[src/rtl/compute_sched.sv]
// compute_sched: two-requester round-robin scheduler in front of the
// shared compute unit; one request in flight, bounded wait on the result.
//
// Ports:
//   clk_i, rstn_i          clock, async active-low reset
//   req0_i/data0_i         requester 0 request level and operand
//   req1_i/data1_i         requester 1 request level and operand
//   gnt_o                  one-hot grant of the requester being served
//   done_o                 one-cycle completion pulse per requester
//   result_o, err_o        result / timeout flag, valid while done_o != 0
//   compute_req_o          single-cycle request pulse to the compute unit
//   cdata_o                operand held towards the compute unit
//   cvalid_i, cdata_i      compute unit result handshake
//   busy_o                 high whenever the scheduler is not idle
//   ok_cnt_o, to_cnt_o     saturating success / timeout counters
//
// Build option: define SCHED_STATS_EN to enable the counters; otherwise
// ok_cnt_o and to_cnt_o are tied to zero.

module compute_sched #(
  parameter int unsigned TIMEOUT = 50,
  parameter int unsigned DW      = 32
) (
  input  logic          clk_i,
  input  logic          rstn_i,
  input  logic          req0_i,
  input  logic [DW-1:0] data0_i,
  input  logic          req1_i,
  input  logic [DW-1:0] data1_i,
  output logic [1:0]    gnt_o,
  output logic [1:0]    done_o,
  output logic [DW-1:0] result_o,
  output logic          err_o,
  output logic          compute_req_o,
  output logic [DW-1:0] cdata_o,
  input  logic          cvalid_i,
  input  logic [DW-1:0] cdata_i,
  output logic          busy_o,
  output logic [15:0]   ok_cnt_o,
  output logic [15:0]   to_cnt_o
);

  localparam logic [1:0] S_IDLE  = 2'd0;
  localparam logic [1:0] S_ISSUE = 2'd1;
  localparam logic [1:0] S_WAIT  = 2'd2;
  localparam logic [1:0] S_RESP  = 2'd3;

  localparam logic [15:0] TO_LAST = 16'(TIMEOUT - 1);

  logic [1:0]    state_q, state_d;
  logic          last_q, last_d;
  logic [15:0]   cnt_q, cnt_d;
  logic [1:0]    gnt_q, gnt_d;
  logic [1:0]    done_q, done_d;
  logic [DW-1:0] cdata_q, cdata_d;
  logic [DW-1:0] res_q, res_d;
  logic          err_q, err_d;
  logic          creq_q, creq_d;
  logic          busy_q, busy_d;
  logic          pick0;
  logic          finish;

  // Requester 0 wins when alone, or on a tie when 1 was served last.
  assign pick0 = req0_i & (~req1_i | last_q);

  always_comb begin
    state_d = state_q;
    last_d  = last_q;
    cnt_d   = cnt_q;
    gnt_d   = gnt_q;
    done_d  = 2'b00;
    cdata_d = cdata_q;
    res_d   = res_q;
    err_d   = err_q;
    creq_d  = 1'b0;
    unique case (state_q)
      S_IDLE: begin
        if (req0_i | req1_i) begin
          gnt_d   = pick0 ? 2'b01 : 2'b10;
          cdata_d = pick0 ? data0_i : data1_i;
          creq_d  = 1'b1;
          state_d = S_ISSUE;
        end
      end
      S_ISSUE: begin
        cnt_d   = '0;
        state_d = S_WAIT;
      end
      S_WAIT: begin
        cnt_d = cnt_q + 16'd1;
        // A result on the last allowed cycle still counts as success.
        if (cvalid_i) begin
          res_d   = cdata_i;
          err_d   = 1'b0;
          done_d  = gnt_q;
          state_d = S_RESP;
        end else if (cnt_q == TO_LAST) begin
          res_d   = '0;
          err_d   = 1'b1;
          done_d  = gnt_q;
          state_d = S_RESP;
        end
      end
      S_RESP: begin
        last_d  = gnt_q[1];
        gnt_d   = 2'b00;
        res_d   = '0;
        err_d   = 1'b0;
        state_d = S_IDLE;
      end
      default: begin
        state_d = S_IDLE;
      end
    endcase
    busy_d = (state_d != S_IDLE);
  end

  assign finish = (state_q == S_WAIT) && (state_d == S_RESP);

  always_ff @(posedge clk_i or negedge rstn_i) begin
    if (!rstn_i) begin
      state_q <= S_IDLE;
      last_q  <= 1'b1;
      cnt_q   <= '0;
      gnt_q   <= 2'b00;
      done_q  <= 2'b00;
      cdata_q <= '0;
      res_q   <= '0;
      err_q   <= 1'b0;
      creq_q  <= 1'b0;
      busy_q  <= 1'b0;
    end else begin
      state_q <= state_d;
      last_q  <= last_d;
      cnt_q   <= cnt_d;
      gnt_q   <= gnt_d;
      done_q  <= done_d;
      cdata_q <= cdata_d;
      res_q   <= res_d;
      err_q   <= err_d;
      creq_q  <= creq_d;
      busy_q  <= busy_d;
    end
  end

  assign gnt_o         = gnt_q;
  assign done_o        = done_q;
  assign result_o      = res_q;
  assign err_o         = err_q;
  assign compute_req_o = creq_q;
  assign cdata_o       = cdata_q;
  assign busy_o        = busy_q;

`ifdef SCHED_STATS_EN
  logic [15:0] ok_q, ok_d;
  logic [15:0] to_q, to_d;

  always_comb begin
    ok_d = ok_q;
    to_d = to_q;
    if (finish) begin
      if (err_d) begin
        if (to_q != 16'hFFFF) to_d = to_q + 16'd1;
      end else begin
        if (ok_q != 16'hFFFF) ok_d = ok_q + 16'd1;
      end
    end
  end

  always_ff @(posedge clk_i or negedge rstn_i) begin
    if (!rstn_i) begin
      ok_q <= '0;
      to_q <= '0;
    end else begin
      ok_q <= ok_d;
      to_q <= to_d;
    end
  end

  assign ok_cnt_o = ok_q;
  assign to_cnt_o = to_q;
`else
  logic unused_finish;
  assign unused_finish = finish;
  assign ok_cnt_o      = 16'h0000;
  assign to_cnt_o      = 16'h0000;
`endif

endmodule

[config.mk]
export PLATFORM = sky130hd
export DESIGN_NAME = compute_sched
export DESIGN_NICKNAME = d
export VERILOG_FILES = /design/src/rtl/compute_sched.sv
export SDC_FILE = /design/constraint.sdc
export NUM_CORES = 1
export LEC_CHECK = 0
export ABC_AREA = 1
export CAP_MARGIN = 20
export CORE_ASPECT_RATIO = 1.4
export CORE_UTILIZATION = 46
export DETAILED_ROUTE_END_ITERATION = 16
export PLACE_DENSITY_LB_ADDON = 0.05
export SETUP_SLACK_MARGIN = 0.4
export SLEW_MARGIN = 20
export SYNTH_ARGS = -nofsm -noshare
export SYNTH_HDL_FRONTEND = slang
export SYNTH_SLANG_ARGS = --single-unit
[constraint.sdc]
create_clock -name clk_i -period 4.1 [get_ports clk_i]
set_input_delay 0.82 -clock clk_i [delete_from_list [all_inputs] [get_ports clk_i]]
set_output_delay 0.82 -clock clk_i [all_outputs]
set_load 0.1 [all_outputs]
==> results.yml, run 1 <==
critical_path:
  timing.rr.start: "state_q[0]$_DFF_PN0_"
  reg2reg_to: "cdata_o[5]$_DFFE_PN0P_"
  critPathKind: "register to output port"
  max_stage_delay_ns: 1.19
  crit_buf_inv: 1
  required_ns: 3.28
  path_cells: "clkdlybuf4s50_1"
  r2r_cells: 8
  cp-end-kind: "output port"
  reg2reg_slack_ns: 1.79
  slowest_stage: "clkdlybuf4s50_1"
  critical_path.top_delay_family: "buffers and inverters"
  cp_max_fo: 3
  critPathArrivalTime_ns: 1.92
  start_kind: "register"
yosys:
  synth_warnings: 0
  synth_area_leaders: "dfrtp_1, nand3_1, nand4_1"
  synth_cell_types: 29
  yosysTopAreaCell: "dfrtp_1"
  netlist_area_um2: 4610
  netlist_instances: 542
  yosysTopAreaCellShare: 0.483
  syn_avg_cell_area_um2: 8.50
  yosysSeqAreaShare: 0.489
  synth_seq_cells: 90
die:
  dieArea_um2: 10400
  core_area_um2: 9620
  die_height_um: 120
  die_w_um: 86.6
  row_count: 42
  start_util: 0.479
  ios: 204
sta:
  setup_slack_ns: 1.36
  setup_tns_ns: 0
  period_minus_slack_ns: 2.74
  max_freq_ghz: 0.366
  fin_skew_ns: 0.00408
  maxSlewViolCount: 0
  relSlewSlack: 0.314
  finalSetupViolations: 0
  tightestPinTransition_ns: 1.03
  hold_viol_final: 0
  grt_setup_unrepaired: "false"
  min_period_over_period: 0.667
clock_tree:
  insertion_delay_ns: 0.34
  numCtsBuffers: 9
  cts_hold_buffers: 0
  htreeDepth: 3
  clkTransAtPathRegs_ns: 0.06
  cts_tree: "done"
  cts.sinks: 90
  cts_setup_buffers: 0
  cts-root-buf: "clkbuf_16"
  cts.path.max_buffers: 2
  ctsResizeCount: 0
min_path:
  hold_path.startpoint: "cdata_o[2]$_DFFE_PN0P_"
  worst_hold_path.num_cells: 2
  min_to: "cdata_o[2]$_DFFE_PN0P_"
  hold_path_class: "register to register"
placed_design:
  io_buffers: 171
  place_ws_ns: 1.05
  post-dp-hpwl_um: 8950
  place_area_um2: 6220
  gp_congestion: 0.845
routing:
  vias_per_cell: 5.39
  post_drt_wl_per_cell_um: 15.9
  vias: 4473
  first_iter_violations: 324
  first_pass_iters: 5
  wl_um: 13200
  post-route-drc-count: 0
  drtAntennaViolNets: 0
cells_and_area:
  fin_nets: 800
  diodes: 0
  design_area_um2: 6530
  final_util: 0.679
  drive_gt1_frac: 0.0688
  final_cell_mix: "clkdlybuf4s50_1, nand2_1, nand3_1"
  syn2layout_area_growth_pct: 41.6
  mostFrequentLayoutCell: "clkdlybuf4s50_1"
global_routing:
  grt_pass1_vias: 4172
  grt_max_degree: 69
  gr-total-overflow: 0
  antenna_found_initial: 0
  track_usage: 0.260
  grt_pass1_wl_um: 20900
run:
  maxCapViolations: 0
status:
  outcome: "completed"
==> per-layer routing <==
metal,vias up,GRT usage,part of all wire
met5,-,0,0
met4,0,0.128,0.040
met3,35,0.0505,0.065
met2,213,0.425,0.51
met1,2142,0.328,0.39
li1,2083,-,-
==> flip-flops by register name, indices dropped and copies added (netlist names) <==
register	flops
done_o	2
state_q	2
busy_o	1
gnt_o	2
result_o	32
compute_req_o	1
err_o	1
cnt_q	16
cdata_o	32
last_q	1
==> worst register-to-register path, stage by stage (launching register included) <==
cell     delay [ns]
dfrtp_1        0.40
inv_1          0.14
ha_1           0.16
buf_4          0.35
o21ai_2        0.10
buf_4          0.26
inv_2          0.51
nand3_1        0.19
nand3_1        0.13
==> synthesized netlist by cell type <==
cell type / number
clkbuf_1: 19
nor2_1: 28
o21a_1: 1
ha_1: 6
inv_2: 3
a21oi_1: 11
o21ai_2: 1
o21ai_0: 8
o31ai_1: 1
o21bai_1: 1
nand4_1: 67
nand2_4: 1
o22ai_1: 1
nand3_2: 9
inv_1: 26
clkinv_1: 1
a2bb2oi_1: 1
buf_2: 15
conb_1: 1
buf_6: 5
nand2_2: 4
nand3_1: 96
dfrtp_1: 89
dfstp_2: 1
nand3b_1: 1
buf_4: 32
nand2_1: 105
nor3_1: 3
nor2_2: 5
==> per-stage QoR <==
stage,hold WS [ns],std cells
CTS,0.499,830
global placement,0.477,814
global route,0.511,830
finish,0.496,830
detailed placement,0.482,814
floorplan,0.456,573
==> how the worst max path moves through the flow <==
stage	slack, ns	cells past startpoint	endpoint	from
floorplan	2.37	0	gnt_o[1]	gnt_o[1]$_DFFE_PN0P_
global placement	1.12	6	gnt_o[1]$_DFFE_PN0P_	req1_i
detailed placement	1.05	6	cdata_o[24]$_DFFE_PN0P_	req1_i
CTS	1.34	6	cdata_o[5]$_DFFE_PN0P_	req1_i
global route	1.32	1	gnt_o[1]	gnt_o[1]$_DFFE_PN0P_
finish	1.36	1	gnt_o[1]	gnt_o[1]$_DFFE_PN0P_
==> area by class of cell <==
cell class / instances / area (um2)
fillers: 837 / 3090
clock buffers: 14 / 264
well taps: 132 / 165
inverters: 30 / 113
repair buffers: 180 / 1780
multi-input cells: 382 / 1920
flip-flops and latches: 90 / 2250
clock inverters: 2 / 35.0
==> cell families after synthesis <==
kind of cell,count (synthesis),synth area share
AO/OA/AOI/OAI,25,0.0307
adder cells (fa/ha/maj),6,0.0163
buffers and inverters,101,0.121
flip-flops,90,0.489
other,1,0.000814
AND/OR/NAND/NOR,319,0.343
Power of run 1 is not shown: default switching activity piles up to over one toggle a cycle in this logic, so the estimate is an artifact.
==> run 2: changes to the inputs <==
- CORE_UTILIZATION: 46 -> 38
- clock period: 4.1 -> 2.3 ns (I/O delays scaled with it)
==> run 2 against run 1 <==
Compared with the run above:
- register-to-register slack got worse by 1.2 ns
- routed wire length rose by 4.8%
- clock-buffer cell count fell by 2
- cell count rose by 2.8%
- setup slack got worse by 0.75 ns
- die area rose by 21%
==> results.yml, run 2 (synthesis results as in run 1) <==
clock_tree:
  cts.path.max_buffers: 2
  cts.sinks: 90
  clkTransAtPathRegs_ns: 0.07
  cts_setup_buffers: 0
  cts_tree: "done"
  insertion_delay_ns: 0.34
  numCtsBuffers: 9
  cts-root-buf: "clkbuf_16"
  cts_hold_buffers: 0
  htreeDepth: 3
global_routing:
  met2_usage: 0.372
  grt_most_used_layer: "met2"
  gr-total-overflow: 0
  globalRouteMet3Util: 0.0329
  grt_max_degree: 41
  track_usage: 0.227
  antenna_found_initial: 0
  grt_pass1_vias: 4262
  grt_pass1_wl_um: 22000
  met1_usage: 0.287
die:
  row_count: 47
  dieArea_um2: 12600
  core_area_um2: 11800
  ios: 204
  die_height_um: 132
  die_w_um: 95.1
  start_util: 0.390
placed_design:
  gp_congestion: 0.808
  post-dp-hpwl_um: 9620
  io_buffers: 171
routing:
  drtAntennaViolNets: 0
  vias: 4343
  wl_um: 13900
  post-route-drc-count: 0
  first_pass_iters: 4
  first_iter_violations: 254
  post_drt_wl_per_cell_um: 16.2
  vias_per_cell: 5.09
sta:
  period_minus_slack_ns: 1.68
  grt_setup_unrepaired: "false"
  maxSlewViolCount: 0
  relSlewSlack: 0.610
  min_period_over_period: 0.732
  max_freq_ghz: 0.594
  fin_skew_ns: 0.00814
  tightestPinTransition_ns: 0.584
  hold_viol_final: 0
  setup_tns_ns: 0
  finalSetupViolations: 0
min_path:
  hold_path_class: "input port to async pin"
cells_and_area:
  mostFrequentLayoutCell: "nand2_1"
  drive_gt1_frac: 0.187
  final_cell_mix: "nand2_1, clkdlybuf4s50_1, nand3_1"
  fin_nets: 808
  diodes: 0
  syn2layout_area_growth_pct: 39.9
critical_path:
  slowest_stage: "ha_2"
  critPathKind: "register to register"
  max_stage_delay_ns: 0.43
  start_kind: "register"
  critPathArrivalTime_ns: 1.90
  required_ns: 2.52
  cp-end-kind: "register"
  cpMostUsedCell: "nor2_1"
  path_cells: "inv_1 -> ha_2 -> inv_2 -> nor2_1 -> buf_4 -> a21oi_1 -> nor2_1 -> a2bb2oi_1"
  cp_max_fo: 9
run:
  maxCapViolations: 0
status:
  outcome: "completed"
## run 2: cell count changes in the layout (fill, tap and decap cells not counted), moves of 2 or more
cell / delta
buf_4: +78
inv_1: -2
clkdlybuf4s50_1: -71
clkbuf_1: -2
inv_2: +2
clkinvlp_4: +2
## run 2: path summary, 6_finish.rpt
| check | cells after the start | slack, ns | start | to |
|---|---|---|---|---|
| worst min register to register | 2 | 0.49 | last_q$_DFFE_PN1P_ | last_q$_DFFE_PN1P_ |
| max in group asynchronous | 2 | 1.50 | rstn_i | last_q$_DFFE_PN1P_ |
| worst max-delay path | 8 | 0.62 | state_q[0]$_DFF_PN0_ | cnt_q[8]$_DFFE_PN0P_ |
| min in group clk_i | 2 | 0.49 | last_q$_DFFE_PN1P_ | last_q$_DFFE_PN1P_ |
| worst min-delay path | 1 | 0.1 | rstn_i | result_o[13]$_DFFE_PN0P_ |
| worst max register to register | 8 | 0.62 | state_q[0]$_DFF_PN0_ | cnt_q[8]$_DFFE_PN0P_ |
## run 2: critical path, delay by kind of cell (launching register included)
family,cells,cell delay [ns]
adders and majority gates,1,0.43
DFF,1,0.37
buffers and inverters,3,0.34
and+or+nand+nor,2,0.28
AOI/OAI and AO/OA,2,0.13
## run 2: per-stage QoR
stage	hold WS, ns	util	setup WS [ns]	instance area [um2]	instances
global route	0.137	0.546	0.437	6450	853
detailed placement	0.483	0.519	0.321	6140	837
finish	0.0962	0.546	0.616	6450	853
CTS	0.115	0.545	0.443	6440	853
global placement	0.481	0.519	0.346	6140	837
floorplan	0.164	-	0.711	4720	573
## run 2: cell type report
class | instances | area (um2)
Clock inverter | 4 | 50.0
Fill cell | 1104 | 5370
Sequential cell | 90 | 2250
Multi-Input combinational cell | 382 | 1920
Timing Repair Buffer | 188 | 1670
Inverter | 30 | 113
Tap cell | 147 | 184
Clock buffer | 12 | 256
## run 2: what timing repair did
item | in CTS | in global routing
setup endpoints to repair | 0 | 13
gates resized for setup | 0 | 4
hold endpoints to repair | 0 | 0
## run 2: layer usage
| metal | share of wire | vias to the layer above |
|---|---|---|
| met5 | 0 | - |
| met4 | 0.034 | 0 |
| met3 | 0.042 | 28 |
| met2 | 0.51 | 137 |
| met1 | 0.41 | 2071 |
| li1 | - | 2107 |
Power of run 2 is left out for the same reason.
==> run 3: changes to the inputs <==
- clock period: 2.3 -> 1.4 ns (I/O delays scaled with it)
==> run 3 against run 2 <==
Compared with the run above:
- the run now ends with negative setup slack left
- register-to-register slack worse by 0.75 ns
- clock skew up 0.0044 ns
- flip-flop and latch count unchanged
- utilization is 29 points higher
- cell count increased by 15%
- largest cell class is now buffers
- highest routed layer unchanged
==> results.yml, run 3 (synthesis results as in run 1) <==
global_routing:
  grt_max_degree: 52
  grt_pass1_vias: 5434
  antenna_found_initial: 0
  gr-total-overflow: 0
  track_usage: 0.301
  grt_pass1_wl_um: 28800
cells_and_area:
  nFillCells: 601
  diodes: 0
  fin_nets: 935
  mostFrequentLayoutCell: "clkdlybuf4s50_1"
  drive_gt1_frac: 0.574
  final_cell_mix: "clkdlybuf4s50_1, buf_12, buf_4"
  syn2layout_area_growth_pct: 114
die:
  ios: 204
  core_area_um2: 11800
  start_util: 0.390
  die_w_um: 95.1
  dieArea_um2: 12600
  row_count: 47
  die_height_um: 132
sta:
  grt_setup_unrepaired: "true"
  setup_slack_ns: -0.130
  fin_skew_ns: 0.0126
  min_period_over_period: 1.09
  setup_tns_ns: -6.21
  period_minus_slack_ns: 1.53
  hold_viol_final: 0
  finalSetupViolations: 76
  max_freq_ghz: 0.654
  maxSlewViolCount: 0
routing:
  first_iter_violations: 279
  post-route-drc-count: 0
  first_pass_iters: 5
  wl_um: 20500
  post_drt_wl_per_cell_um: 20.9
  vias_per_cell: 5.41
  drtAntennaViolNets: 0
  vias: 5302
clock_tree:
  cts_tree: "done"
  clkTransAtPathRegs_ns: 0.06
  cts.sinks: 90
  htreeDepth: 3
  numCtsBuffers: 9
  cts-root-buf: "clkbuf_16"
  cts.path.max_buffers: 2
  insertion_delay_ns: 0.35
critical_path:
  reg2reg_slack_ns: -0.13
  reg2reg_to: "result_o[6]$_DFFE_PN0P_"
  start_kind: "register"
  timing.rr.start: "cnt_q[1]$_DFFE_PN0P_"
  required_ns: 1.62
  critPathKind: "register to register"
  critPathArrivalTime_ns: 1.75
  cp_max_fo: 7
  r2r_cells: 10
  cp-end-kind: "register"
status:
  violations: "negative setup slack"
  outcome: "complete, but fails checks"
placed_design:
  post-dp-hpwl_um: 10500
  gp_congestion: 0.780
  io_buffers: 171
run:
  maxCapViolations: 0
min_path:
  hold_path_class: "input port to async pin"
[run 3: per-stage QoR]
step	setup slack, ns	hold slack (ns)	utilization	area, um2	std cells
finish	-0.130	0.482	0.836	9880	980
floorplan	0.0126	-0.0156	-	5140	573
detailed placement	-0.305	0.280	0.652	7710	869
global route	-0.216	0.503	0.836	9880	980
global placement	-0.278	0.279	0.652	7710	869
CTS	-0.0431	0.461	0.790	9340	945
[run 3: metal layers]
layer,track usage,up-vias,part of all wire
li1,-,2378,-
met1,0.327,2574,0.33
met2,0.540,271,0.55
met3,0.0657,79,0.069
met4,0.141,0,0.051
met5,0,-,0
[run 3: worst max-delay path, stage by stage (launching register included)]
cell	delay (ns)
dfrtp_1	0.40
inv_2	0.10
ha_4	0.15
nand2_4	0.05
nor2_4	0.11
nand2_2	0.09
nand2_4	0.10
nand2_8	0.10
buf_12	0.16
nand3_2	0.06
nand2_1	0.07
[run 3: final cells by class]
cell class / count / area, um2 / area share
timing repair inverter: 3 / 45.0 / 0.00456
clock buffer: 11 / 243 / 0.0246
tap: 147 / 184 / 0.0186
clock inverter: 5 / 77.6 / 0.00786
sequential: 90 / 2340 / 0.237
timing repair buffer: 312 / 4080 / 0.413
multi-input combinational: 382 / 2760 / 0.279
inverter: 30 / 150 / 0.0152
[run 3: worst max-delay path by stage]
stage                               from                      end  cells past startpoint  slack, ns
finish              cnt_q[1]$_DFFE_PN0P_  result_o[6]$_DFFE_PN0P_                     10      -0.13
global route        state_q[0]$_DFF_PN0_    cnt_q[14]$_DFFE_PN0P_                     10      -0.22
CTS                 state_q[0]$_DFF_PN0_    cnt_q[14]$_DFFE_PN0P_                     10      -0.04
detailed placement                req0_i   cdata_o[6]$_DFFE_PN0P_                      5      -0.30
global placement                  req0_i   cdata_o[6]$_DFFE_PN0P_                      5      -0.28
floorplan           state_q[0]$_DFF_PN0_    cnt_q[14]$_DFFE_PN0P_                     10       0.01
[run 3: repair_timing]
action / in CTS / in global routing
hold buffers: 1 / 0
cloned: 13 / 4
endpoints found under the hold margin: 89 / 0
pin swaps: 57 / 36
resized for setup: 162 / 47
buffers inserted: 46 / 31
endpoints found under the setup margin: 160 / 161
Power of run 3 is left out for the same reason.
